## config.mk

```make
export PLATFORM = sky130hd
export DESIGN_NAME = mix_columns_seq
export DESIGN_NICKNAME = d
export VERILOG_FILES = /design/src/rtl/mix_columns_seq.sv
export SDC_FILE = /design/constraint.sdc
export NUM_CORES = 1
export LEC_CHECK = 0
export CORE_UTILIZATION = 40
export DETAILED_ROUTE_END_ITERATION = 12
export GPL_TIMING_DRIVEN = 0
export MAX_ROUTING_LAYER = met4
export PLACE_DENSITY_LB_ADDON = 0.05
export RECOVER_POWER = 50
export REMOVE_ABC_BUFFERS = 1
export SYNTH_ARGS = -nofsm -noshare
export SYNTH_HDL_FRONTEND = slang
export SYNTH_SLANG_ARGS = --single-unit
```

## constraint.sdc

```tcl
create_clock -name clk -period 5 [get_ports clk]
set_input_delay 0.75 -clock clk [delete_from_list [all_inputs] [get_ports clk]]
set_output_delay 0.75 -clock clk [all_outputs]
set_load 0.005 [all_outputs]
```

## src/rtl/mix_columns_seq.sv

```systemverilog
// Sequential AES MixColumns / InvMixColumns engine.
// Mixes COLS_PER_CYCLE columns per clock in place, valid/ready on both sides.
module mix_columns_seq #(
  parameter int COLS_PER_CYCLE = 1
) (
  input  logic         clk,
  input  logic         rst,
  input  logic         in_valid,
  output logic         in_ready,
  input  logic [127:0] state_in,
  input  logic         inverse,
  output logic         out_valid,
  input  logic         out_ready,
  output logic [127:0] state_out,
  output logic         busy
);

  generate
    if (COLS_PER_CYCLE != 1 && COLS_PER_CYCLE != 2 &&
        COLS_PER_CYCLE != 4) begin : g_bad_cols
      $error("COLS_PER_CYCLE must be 1, 2 or 4");
    end
  endgenerate

  typedef enum logic [1:0] {
    IDLE    = 2'd0,
    COMPUTE = 2'd1,
    DONE    = 2'd2
  } fsm_t;

  localparam logic [2:0] STEP = 3'(COLS_PER_CYCLE);

  fsm_t         fsm_q, fsm_d;
  logic [127:0] work_q, work_d, work_mix;
  logic [2:0]   cnt_q, cnt_d;
  logic         mode_q, mode_d;
  logic         last;

  function automatic logic [7:0] xt(input logic [7:0] a);
    return {a[6:0], 1'b0} ^ (a[7] ? 8'h1b : 8'h00);
  endfunction

  function automatic logic [7:0] m3(input logic [7:0] a);
    return xt(a) ^ a;
  endfunction

  function automatic logic [7:0] m9(input logic [7:0] a);
    return xt(xt(xt(a))) ^ a;
  endfunction

  function automatic logic [7:0] mb(input logic [7:0] a);
    return xt(xt(xt(a))) ^ xt(a) ^ a;
  endfunction

  function automatic logic [7:0] md(input logic [7:0] a);
    return xt(xt(xt(a))) ^ xt(xt(a)) ^ a;
  endfunction

  function automatic logic [7:0] me(input logic [7:0] a);
    return xt(xt(xt(a))) ^ xt(xt(a)) ^ xt(a);
  endfunction

  function automatic logic [31:0] mix_col(
    input logic [31:0] c,
    input logic        inv
  );
    logic [7:0] a0, a1, a2, a3;
    logic [7:0] s0, s1, s2, s3;
    a0 = c[31:24];
    a1 = c[23:16];
    a2 = c[15:8];
    a3 = c[7:0];
    if (inv) begin
      s0 = me(a0) ^ mb(a1) ^ md(a2) ^ m9(a3);
      s1 = m9(a0) ^ me(a1) ^ mb(a2) ^ md(a3);
      s2 = md(a0) ^ m9(a1) ^ me(a2) ^ mb(a3);
      s3 = mb(a0) ^ md(a1) ^ m9(a2) ^ me(a3);
    end else begin
      s0 = xt(a0) ^ m3(a1) ^ a2 ^ a3;
      s1 = a0 ^ xt(a1) ^ m3(a2) ^ a3;
      s2 = a0 ^ a1 ^ xt(a2) ^ m3(a3);
      s3 = m3(a0) ^ a1 ^ a2 ^ xt(a3);
    end
    return {s0, s1, s2, s3};
  endfunction

  // Column c lives at bits [(3-c)*32 +: 32]; for 2-bit c, 3-c == ~c.
  always_comb begin
    logic [1:0] idx;
    logic [6:0] lo;
    idx      = 2'd0;
    lo       = 7'd0;
    work_mix = work_q;
    for (int g = 0; g < COLS_PER_CYCLE; g++) begin
      idx = cnt_q[1:0] + 2'(g);
      lo  = {~idx, 5'd0};
      work_mix[lo +: 32] = mix_col(work_q[lo +: 32], mode_q);
    end
  end

  assign last = (cnt_q + STEP) == 3'd4;

  always_comb begin
    fsm_d  = fsm_q;
    work_d = work_q;
    cnt_d  = cnt_q;
    mode_d = mode_q;
    unique case (fsm_q)
      IDLE: begin
        if (in_valid) begin
          work_d = state_in;
          mode_d = inverse;
          cnt_d  = 3'd0;
          fsm_d  = COMPUTE;
        end
      end
      COMPUTE: begin
        work_d = work_mix;
        cnt_d  = cnt_q + STEP;
        if (last) begin
          fsm_d = DONE;
        end
      end
      DONE: begin
        if (out_ready) begin
          fsm_d = IDLE;
        end
      end
      default: fsm_d = IDLE;
    endcase
  end

  always_ff @(posedge clk or posedge rst) begin
    if (rst) begin
      fsm_q  <= IDLE;
      work_q <= 128'd0;
      cnt_q  <= 3'd0;
      mode_q <= 1'b0;
    end else begin
      fsm_q  <= fsm_d;
      work_q <= work_d;
      cnt_q  <= cnt_d;
      mode_q <= mode_d;
    end
  end

  assign in_ready  = (fsm_q == IDLE);
  assign out_valid = (fsm_q == DONE);
  assign busy      = (fsm_q != IDLE);
  assign state_out = work_q;

endmodule
```

## After elaboration in Yosys (flattened, before gate mapping)

Cells that the tools add are included.

| storage, ports and cells | value |
|---|---|
| flip-flop bits (word level) | 134 |
| input bits | 133 |
| output and inout bits | 131 |
| word-level logic and storage cells | 111 |

| operators by class | value |
|---|---|
| add/sub/neg operators | 2 |
| equality and inequality tests | 6 |
| shift-type cells | 3 |
| muxes and demuxes | 25 |
| bitwise logic cells | 65 |
| reduce and logical (&&, ||, !) cells | 6 |

Operators with widths:

| kind | number |
|---|---|
| 8-bit XOR | 57 |
| 128-bit case mux with 2 select lines | 1 |
| 128-bit bitwise mux | 1 |
| 128-bit two-way mux | 1 |
| 32-bit by 9-bit variable shift with 128-bit output, first input constant | 1 |
| 128-bit by 8-bit variable part select with 32-bit output | 1 |
| 32-bit by 9-bit variable part select with 128-bit output | 1 |
| 5-bit two-way mux | 12 |
| 8-bit by 5-bit XOR with 8-bit output | 7 |
| 8-bit two-way mux | 4 |
| 7-bit negation with 9-bit output | 1 |
| 2-bit two-way mux | 3 |
| 2-bit case mux with 3 select lines | 1 |
| 3-bit case mux with 2 select lines | 1 |
| 2-bit inequality test, second input constant | 2 |
| 2-bit AND reduction | 2 |
| 2-bit nonzero test | 2 |
| 3-bit by 1-bit adder with 3-bit output, second input constant | 1 |
| 3-bit == test, second input constant | 1 |
| 3-bit two-way mux | 1 |
| 3-bit AND reduction | 1 |
| 2-bit by 1-bit == test with 1-bit output, second input constant | 1 |
| 2-bit == test, second input constant | 1 |
| 2-bit zero test | 1 |
| 2 further kinds | 2 |

## Logic depth before layout (Yosys ltp)

Gate-level depths: netlist of run 1.

| depth | value |
|---|---|
| depth in word-level cells | 17 |
| gate-level depth with buffers | 13 |
| mapped depth without buffers | 8 |

## Least setup slack after synthesis of run 1

No wires, ideal clock.

| timing | value |
|---|---|
| kind | register -> register |
| start | reg cnt_q[1] |
| end | reg work_q[41], in the netlist state_out[41] |
| arrival | 2.996 ns |
| setup slack | 1.881 ns |
| stages on the path, launching flop included | 14 |
| buffers on the path | 5 |
| period minus slack after synthesis | 3.119 ns |
| cells stage by stage | dfrtp_1 > buf_6 > buf_12 > buf_12 > buf_12 > mux4_2 > buf_6 > xnor3_2 > xnor2_2 > xnor2_2 > xnor2_1 > a21o_1 > a221oi_2 > nor2_1 |

| between the ends | value |
|---|---|
| cells in the longest elaborated chain, start to end | 15 |

Ends and longest elaborated chain:

| what | RTL line | RTL |
|---|---|---|
| start, declared | 35 | `logic [2:0] cnt_q, cnt_d;` |
| start signal, assigned | 142 | `cnt_q <= cnt_d;` |
| 2-bit inverter * | 96 | `lo = {~idx, 5'd0};` |
| 128-bit by 8-bit variable part select with 32-bit output | 97 | `work_mix[lo +: 32] = mix_col(work_q[lo +: 32], mode_q);` |
| 8-bit XOR (tied with other cells) | 40 | `return {a[6:0], 1'b0} ^ (a[7] ? 8'h1b : 8'h00);` |
| 8-bit by 5-bit XOR with 8-bit output (tied with other cells) | 40 |  |
| 5-bit two-way mux (tied with other cells) | 40 |  |
| 8-bit by 5-bit XOR with 8-bit output or 8-bit XOR (tied branches) | 40 |  |
| 8-bit XOR (on tied branches) (2 in a row) | 52, 56, 60 |  |
| 8-bit XOR (on tied branches) (3 in a row) | - |  |
| 8-bit two-way mux | 73 | `if (inv) begin` |
| 32-bit by 9-bit variable part select with 128-bit output | 97 |  |
| 128-bit bitwise mux * | 97 |  |
| 128-bit case mux with 2 select lines * | 108 | `unique case (fsm_q)` |
| end signal, assigned | 141 | `work_q <= work_d;` |
| end, declared | 34 | `logic [127:0] work_q, work_d, work_mix;` |

Every way passes the cells marked *; elsewhere a longest branch is shown, timed or not.
A chain may end at the register's enable or synchronous reset.

## Final worst setup path of run 1

| timing | value |
|---|---|
| start | reg cnt_q[1] |
| end | reg work_q[126], in the netlist state_out[126] |

The elaborated chain is that of the path after synthesis.

==> reports/metrics.yaml, run 1 <==
sta:
  tightestPinTransition_ns: 2.73
  period_needed_ns: 4.33
  slew-limit-headroom_pct: -83.0
  slew_viol_final: 58
  setup_viol: 0
  timing.final.crit_share_pct: 86.7
  rsz0062_at_grt: "false"
  timing.fmax_mhz: 231
  skew_ns: 0.0165
  hold_viol_final: 0
global_routing:
  grt_pass1_wl_um: 49900
  grt_max_degree: 78
  antenna_found_initial: 0
  first_global_vias: 8322
  grt_use_total_pct: 27.9
  grt_overflow_total: 0
critical_path:
  max_stage_delay_ns: 0.77
  rr_endpoint: "state_out[126]"
  rrSetupSlack_ns: 0.67
  critPathMaxFanout: 21
  crit_required_ns: 5.36
  crit_start: "cnt_q[1]"
  critical_path_class: "flop to flop"
  crit_arrival_ns: 4.69
  critPathLaunchType: "flop"
  slowest_stage: "dfrtp_2"
  rr_worst_depth: 9
  end_kind: "flop"
  rr_startpoint: "cnt_q[1]"
  crit_chain: "buf_12 -> mux4_2 -> xor2_1 -> xor3_1 -> xnor3_1 -> nand2_1 -> xnor2_1 -> a221oi_1 -> nor2_1"
floorplanning:
  rows: 56
  fp.coreArea_sq_um: 23800
  dieArea_sq_um: 25100
  die_w_um: 159
  die_y_um: 159
  initial_utilization_pct: 41.2
  ios: 264
synthesis:
  synth.avg_cell_area_sq_um: 10.3
  ys_seq_elements: 134
  syn-cell-area_sq_um: 9800
  synth_top_family_by_area: "XOR/XNOR gates"
  synth_simple_gate_area_share_pct: 9.45
  synthFlopType: "dfrtp_1"
  async_flop_share_pct: 100
  synth_top_area_cell: "dfrtp_1"
  synthMuxAreaShare_pct: 8.21
  yosysUniqueCellTypes: 44
  synth_top_area_share_pct: 34.2
  ys_warn_count: 0
  postSynthCellCount: 949
  synth-xor-area-share_pct: 26.5
  synth-edff-count: 0
  yosysSeqAreaShare_pct: 34.2
  synthAdderAreaFrac_pct: 0.639
  synth_compound_area_share_pct: 16.4
  yosys-top-cells-area: "dfrtp_1 (34%), xnor2_1 (12%), mux4_2 (7.4%), xnor3_1 (5.3%), xor2_1 (3.8%)"
detailed_routing:
  wl_per_cell_um: 22.3
  viasPerCell: 5.49
  routed_wl_um: 33100
  route.antenna.remaining_nets: 0
  route.vias.total: 8169
  dr.pass1.iters: 5
  drtIter0Drc: 535
  drc: 0
cts:
  ctsResizeCount: 0
  ctsHoldBuffers: 0
  cts_root_buf: "clkbuf_16"
  cts_tree: "built"
  clkSinkCount: 134
  clk_path_buf_depth: 2
  cts.clk_slew.worst_paths_ns: 0.07
  numCtsBuffers: 17
  post-cts-setup-buffers: 0
  h-tree-depth: 4
  clk_latency_ns: 0.43
cells_and_area:
  drive_gt1_share_pct: 10.0
  syn2layout_area_growth_pct: 35.5
  final_common_cell: "clkdlybuf4s50_1"
  final_cell_mix: "clkdlybuf4s50_1 (203), dfrtp_1 (131), xnor2_1 (130)"
  final_core_util_pct: 55.9
  fill_cells: 2088
  antenna_cells: 0
  nNetsFinal: 1294
hold_path:
  min_path_cells: 2
  worst_hold_path.endpoint: "cnt_q[2]"
  hold_class: "flop to flop"
  hold_path.startpoint: "cnt_q[2]"
run_status:
  outcome: "complete, but fails checks"
  violations: "max-capacitance violations, max-slew violations"
placed_design:
  port_buffers: 263
  dp_hpwl_um: 23600
  place.gp.congestion: 0.839
flow_run:
  maxCapViolCount: 1
## cells by family (layout without fill, tap and decap cells)
| logic type | Yosys count | after routing |
|---|---|---|
| fa+ha+maj | 5 | 5 |
| simple gates | 205 | 205 |
| flops | 134 | 134 |
| buf+inv | 90 | 310 |
| xor+xnor | 222 | 222 |
| compound gates | 254 | 254 |
| mux | 39 | 39 |
## synth_stat cells (all sizes together), types with 4 or more instances
cell	n
dfrtp	134
ha	5
nand2	45
a21o	5
xor2	46
a21oi	76
o21a	10
a2bb2oi	24
xnor2	145
a221oi	40
xnor3	24
o21ai	92
xor3	7
clkbuf	57
mux2i	6
inv	6
a22oi	4
nor2	95
mux4	32
and3	53
buf	27
## stage by stage
step	instances	setup slack [ns]	area (sq um)	setup TNS [ns]	hold WS, ns
2_1_floorplan	865	0.667	9370	0	0.450
3_5_place_dp	1456	0.653	12700	0	0.478
6_report	1488	0.667	13300	0	0.484
4_1_cts	1488	0.619	13300	0	0.494
3_3_place_gp	1447	-1.59	12400	-327.09	0.465
5_1_grt	1488	0.435	13300	0	0.524
## layout make-up
| cell class | instances | area, sq um | area share, % |
|---|---|---|---|
| flip-flops and latches | 134 | 3360 | 25.3 |
| multi-input cells | 725 | 6050 | 45.6 |
| clock buffers | 19 | 443 | 3.34 |
| inverters | 6 | 23.8 | 0.179 |
| repair buffers | 272 | 2850 | 21.5 |
| clock inverters | 13 | 146 | 1.10 |
| well taps | 319 | 399 | 3.01 |
## critical path: cells and delay by family, from the launching register on
| family | cells | cell delay [ns] |
|---|---|---|
| mux | 1 | 0.75 |
| buf+inv | 1 | 0.29 |
| flops | 1 | 0.77 |
| simple gates | 2 | 0.19 |
| xor+xnor | 4 | 2.04 |
| compound gates | 1 | 0.15 |
## layer usage
metal	track usage [%]	share of wire [%]	wire [um]	vias to the layer above
met1	37.2	45	14800	4070
met4	6.27	1.3	423	0
li1	-	-	-	3785
met3	6.23	6.3	2080	33
met2	43.4	48	15800	281
met5	-	0	0	-
## state kept, by name (all words and copies together) (netlist names)
name       count
fsm_q          2
cnt_q          3
mode_q         1
state_out    128
## how the worst max path moves through the flow
stage | endpoint | slack, ns
after floorplan | cnt_q[0] | 0.67
after global placement | state_out[10] | -1.59
final | state_out[126] | 0.67
after global routing | state_out[30] | 0.44
after CTS | state_out[126] | 0.62
after detailed placement | state_out[126] | 0.65
Power of run 1 is left out: the tool's default activity adds up to more than one toggle a clock period on the data nets, which glitch-free logic cannot reach.
==> run 2: changes to the inputs <==
--- a/config.mk
+++ b/config.mk
@@ -5,6 +5,7 @@
 export SDC_FILE = /design/constraint.sdc
 export NUM_CORES = 1
 export LEC_CHECK = 0
+export ABC_AREA = 1
 export CORE_UTILIZATION = 40
 export DETAILED_ROUTE_END_ITERATION = 12
 export GPL_TIMING_DRIVEN = 0
==> run 2 against run 1 <==
The run still ends with max-capacitance violations, max-slew violations left. Die area increased by 32%. Routed wire length rose by 57%. First-iteration DRC count increased by 110%. Sequential cell count is the same. Cell count grew 85%. Global-route usage grew 4.5 points. Register-to-register slack lost 0.08 ns. Critical path type unchanged. Critical endpoint is now state_out[48].
==> reports/metrics.yaml, run 2 <==
cells_and_area:
  largest_reg_flops: 128
  multi_input_area_sq_um: 8760
  antenna_cells: 0
  nNetsFinal: 2436
  drive_gt1_share_pct: 7.88
  fin_area_sq_um: 16800
  fill_cells: 3255
  syn2layout_area_growth_pct: 28.8
  final_core_util_pct: 52.8
  final_cell_mix: "nand2_1 (821), nor2_1 (249), clkdlybuf4s50_1 (202)"
  final_common_cell: "nand2_1"
  stdcell_count: 2746
  register_area_sq_um: 3360
cts:
  clkSinkCount: 134
  cts_tree: "built"
  cts_root_buf: "clkbuf_16"
  cts.clk_slew.worst_paths_ns: 0.07
  clk_latency_ns: 0.45
  ctsHoldBuffers: 0
  h-tree-depth: 4
  numCtsBuffers: 17
  clk_path_buf_depth: 2
critical_path:
  end_kind: "flop"
  crit_required_ns: 5.37
  critPathLaunchType: "flop"
  crit_arrival_ns: 4.79
  critPathMaxFanout: 54
  crit_top_cell: "nand2_1"
  max_stage_delay_ns: 0.72
  critPathBufInv: 4
  slowest_stage: "dfrtp_4"
  crit_chain: "inv_4 -> buf_12 -> nand2_1 -> nand3_1 -> nand2_2 -> inv_2 -> nand2_1 -> nand2_2 -> inv_2 -> nand2_1 -> nand2_2 -> nand2_1 -> nand2_1 -> nand2_1 -> nand3_1 -> xor2_1 -> nand2_1 -> nor2_1 -> nand2_1 -> a31oi_1"
  critical_path_class: "flop to flop"
  cp_top_family: "simple AND/OR/NAND/NOR gates"
placed_design:
  dp.cells: 2712
  port_buffers: 263
  dp_hpwl_um: 38400
  dp_slack_ns: 0.0963
  dpl-instance-area_sq_um: 16100
  place.gp.congestion: 0.952
synthesis:
  postSynthCellCount: 2086
  synth_top_area_cell: "dfrtp_1"
  yosysUniqueCellTypes: 45
  yosys-top-cells-count: "nand2_1 (822), nor2_1 (249), nand3_1 (191)"
  ys_seq_elements: 134
  synth.avg_cell_area_sq_um: 6.24
  async_flop_share_pct: 100
  yosysSeqAreaShare_pct: 25.8
  synth-edff-count: 0
  synth_most_common_cell: "nand2_1"
  synthFlopType: "dfrtp_1"
  synth_top_area_share_pct: 25.8
  yosys-top-cells-area: "dfrtp_1 (26%), nand2_1 (24%), xor2_1 (9.1%), nand3_1 (7.3%), nor2_1 (7.2%)"
  ys_warn_count: 0
  syn-cell-area_sq_um: 13000
global_routing:
  grt_max_degree: 84
  grt_use_total_pct: 32.4
  grt_pass1_wl_um: 79500
  grt_overflow_total: 0
  first_global_vias: 13600
  antenna_found_initial: 0
run_status:
  outcome: "complete, but fails checks"
  violations: "max-capacitance violations, max-slew violations"
sta:
  slew_viol_final: 61
  setup_viol: 0
  timing.final.crit_share_pct: 88.3
  hold_viol_final: 0
  slew-limit-headroom_pct: -98.6
  period_needed_ns: 4.41
  tightestPinTransition_ns: 2.96
  skew_ns: 0.0125
  timing.final.ws_setup_ns: 0.587
  rsz0062_at_grt: "false"
  timing.fmax_mhz: 227
floorplanning:
  rows: 65
  die_y_um: 182
  die_w_um: 182
  initial_utilization_pct: 40.9
  fp.coreArea_sq_um: 31800
  ios: 264
  dieArea_sq_um: 33300
detailed_routing:
  wl_per_cell_um: 18.9
  drc: 0
  viasPerCell: 5.18
  routed_wl_um: 51900
  route.vias.total: 14200
  route.antenna.remaining_nets: 0
  dr.pass1.iters: 6
  drtIter0Drc: 1106
hold_path:
  hold_class: "flop to flop"
flow_run:
  maxCapViolCount: 1
-- run 2: changes by cell type in the layout (fill, tap and decap cells not counted), moves of 44 or more --
cell,before,now
nand2_1,45,821
nand3_1,3,191
nor2_1,95,249
inv_1,5,100
xor2_1,42,136
xnor2_1,130,51
a31oi_1,0,71
and3_1,53,0
a21oi_1,69,24
o21ai_0,57,13
-- run 2: worst reg2reg max path, delay by kind of cell, from the launching register on --
kind	cells	cell delay (ns)
simple gates	14	1.82
xor+xnor	1	0.39
compound gates	1	0.13
buf+inv	4	1.28
flops	1	0.72
-- run 2: repair_timing --
| action | 4_1_cts | 5_1_grt |
|---|---|---|
| endpoints found under the setup margin | 0 | 20 |
| endpoints found under the hold margin | 0 | 0 |
| resized for setup | 0 | 1 |
| setup buffers | 0 | 1 |
-- run 2: kinds of logic after synthesis --
kind of cell | after synthesis | share of synthesized area, %
adders and majority gates | 5 | 0.480
and+or+nand+nor | 1385 | 44.7
xor gates and xnor gates | 208 | 15.6
AOI/OAI and AO/OA | 129 | 5.90
buffers and inverters | 225 | 7.52
DFF | 134 | 25.8
-- run 2: worst paths after layout --
| check | start | to | slack, ns | depth (start not counted) |
|---|---|---|---|---|
| max in group asynchronous | rst | state_out[109] | 2.02 | 2 |
| worst min-delay path | fsm_q[0] | fsm_q[1] | 0.50 | 1 |
| min in group asynchronous | rst | fsm_q[1] | 1.56 | 2 |
| worst min register to register | fsm_q[0] | fsm_q[1] | 0.50 | 1 |
| worst max-delay path | cnt_q[0] | state_out[48] | 0.59 | 20 |
| worst max register to register | cnt_q[0] | state_out[48] | 0.59 | 20 |
-- run 2: per-stage QoR --
| stage | setup TNS (ns) | hold WS, ns |
|---|---|---|
| floorplan | -51.78 | 0.474 |
| global placement | -888.63 | 0.489 |
| detailed placement | 0 | 0.496 |
| CTS | 0 | 0.506 |
| global route | 0 | 0.538 |
| finish | 0 | 0.501 |
-- run 2: layer usage --
layer	share of wire [%]	wire length, um	up-vias	global-route usage [%]
li1	-	-	7002	-
met1	45	23500	6660	42.1
met2	47	24300	499	52.3
met3	6.1	3150	69	5.43
met4	2.0	1020	0	8.34
met5	0	0	-	-
-- run 2: final cells by class --
cell class | count | area share, %
clock buffer | 18 | 2.62
clock inverter | 14 | 0.903
inverter | 130 | 2.96
multi-input combinational | 1727 | 52.2
sequential | 134 | 20.0
tap | 435 | 3.24
timing repair buffer | 288 | 18.1
Power of run 2 is left out for the same reason.
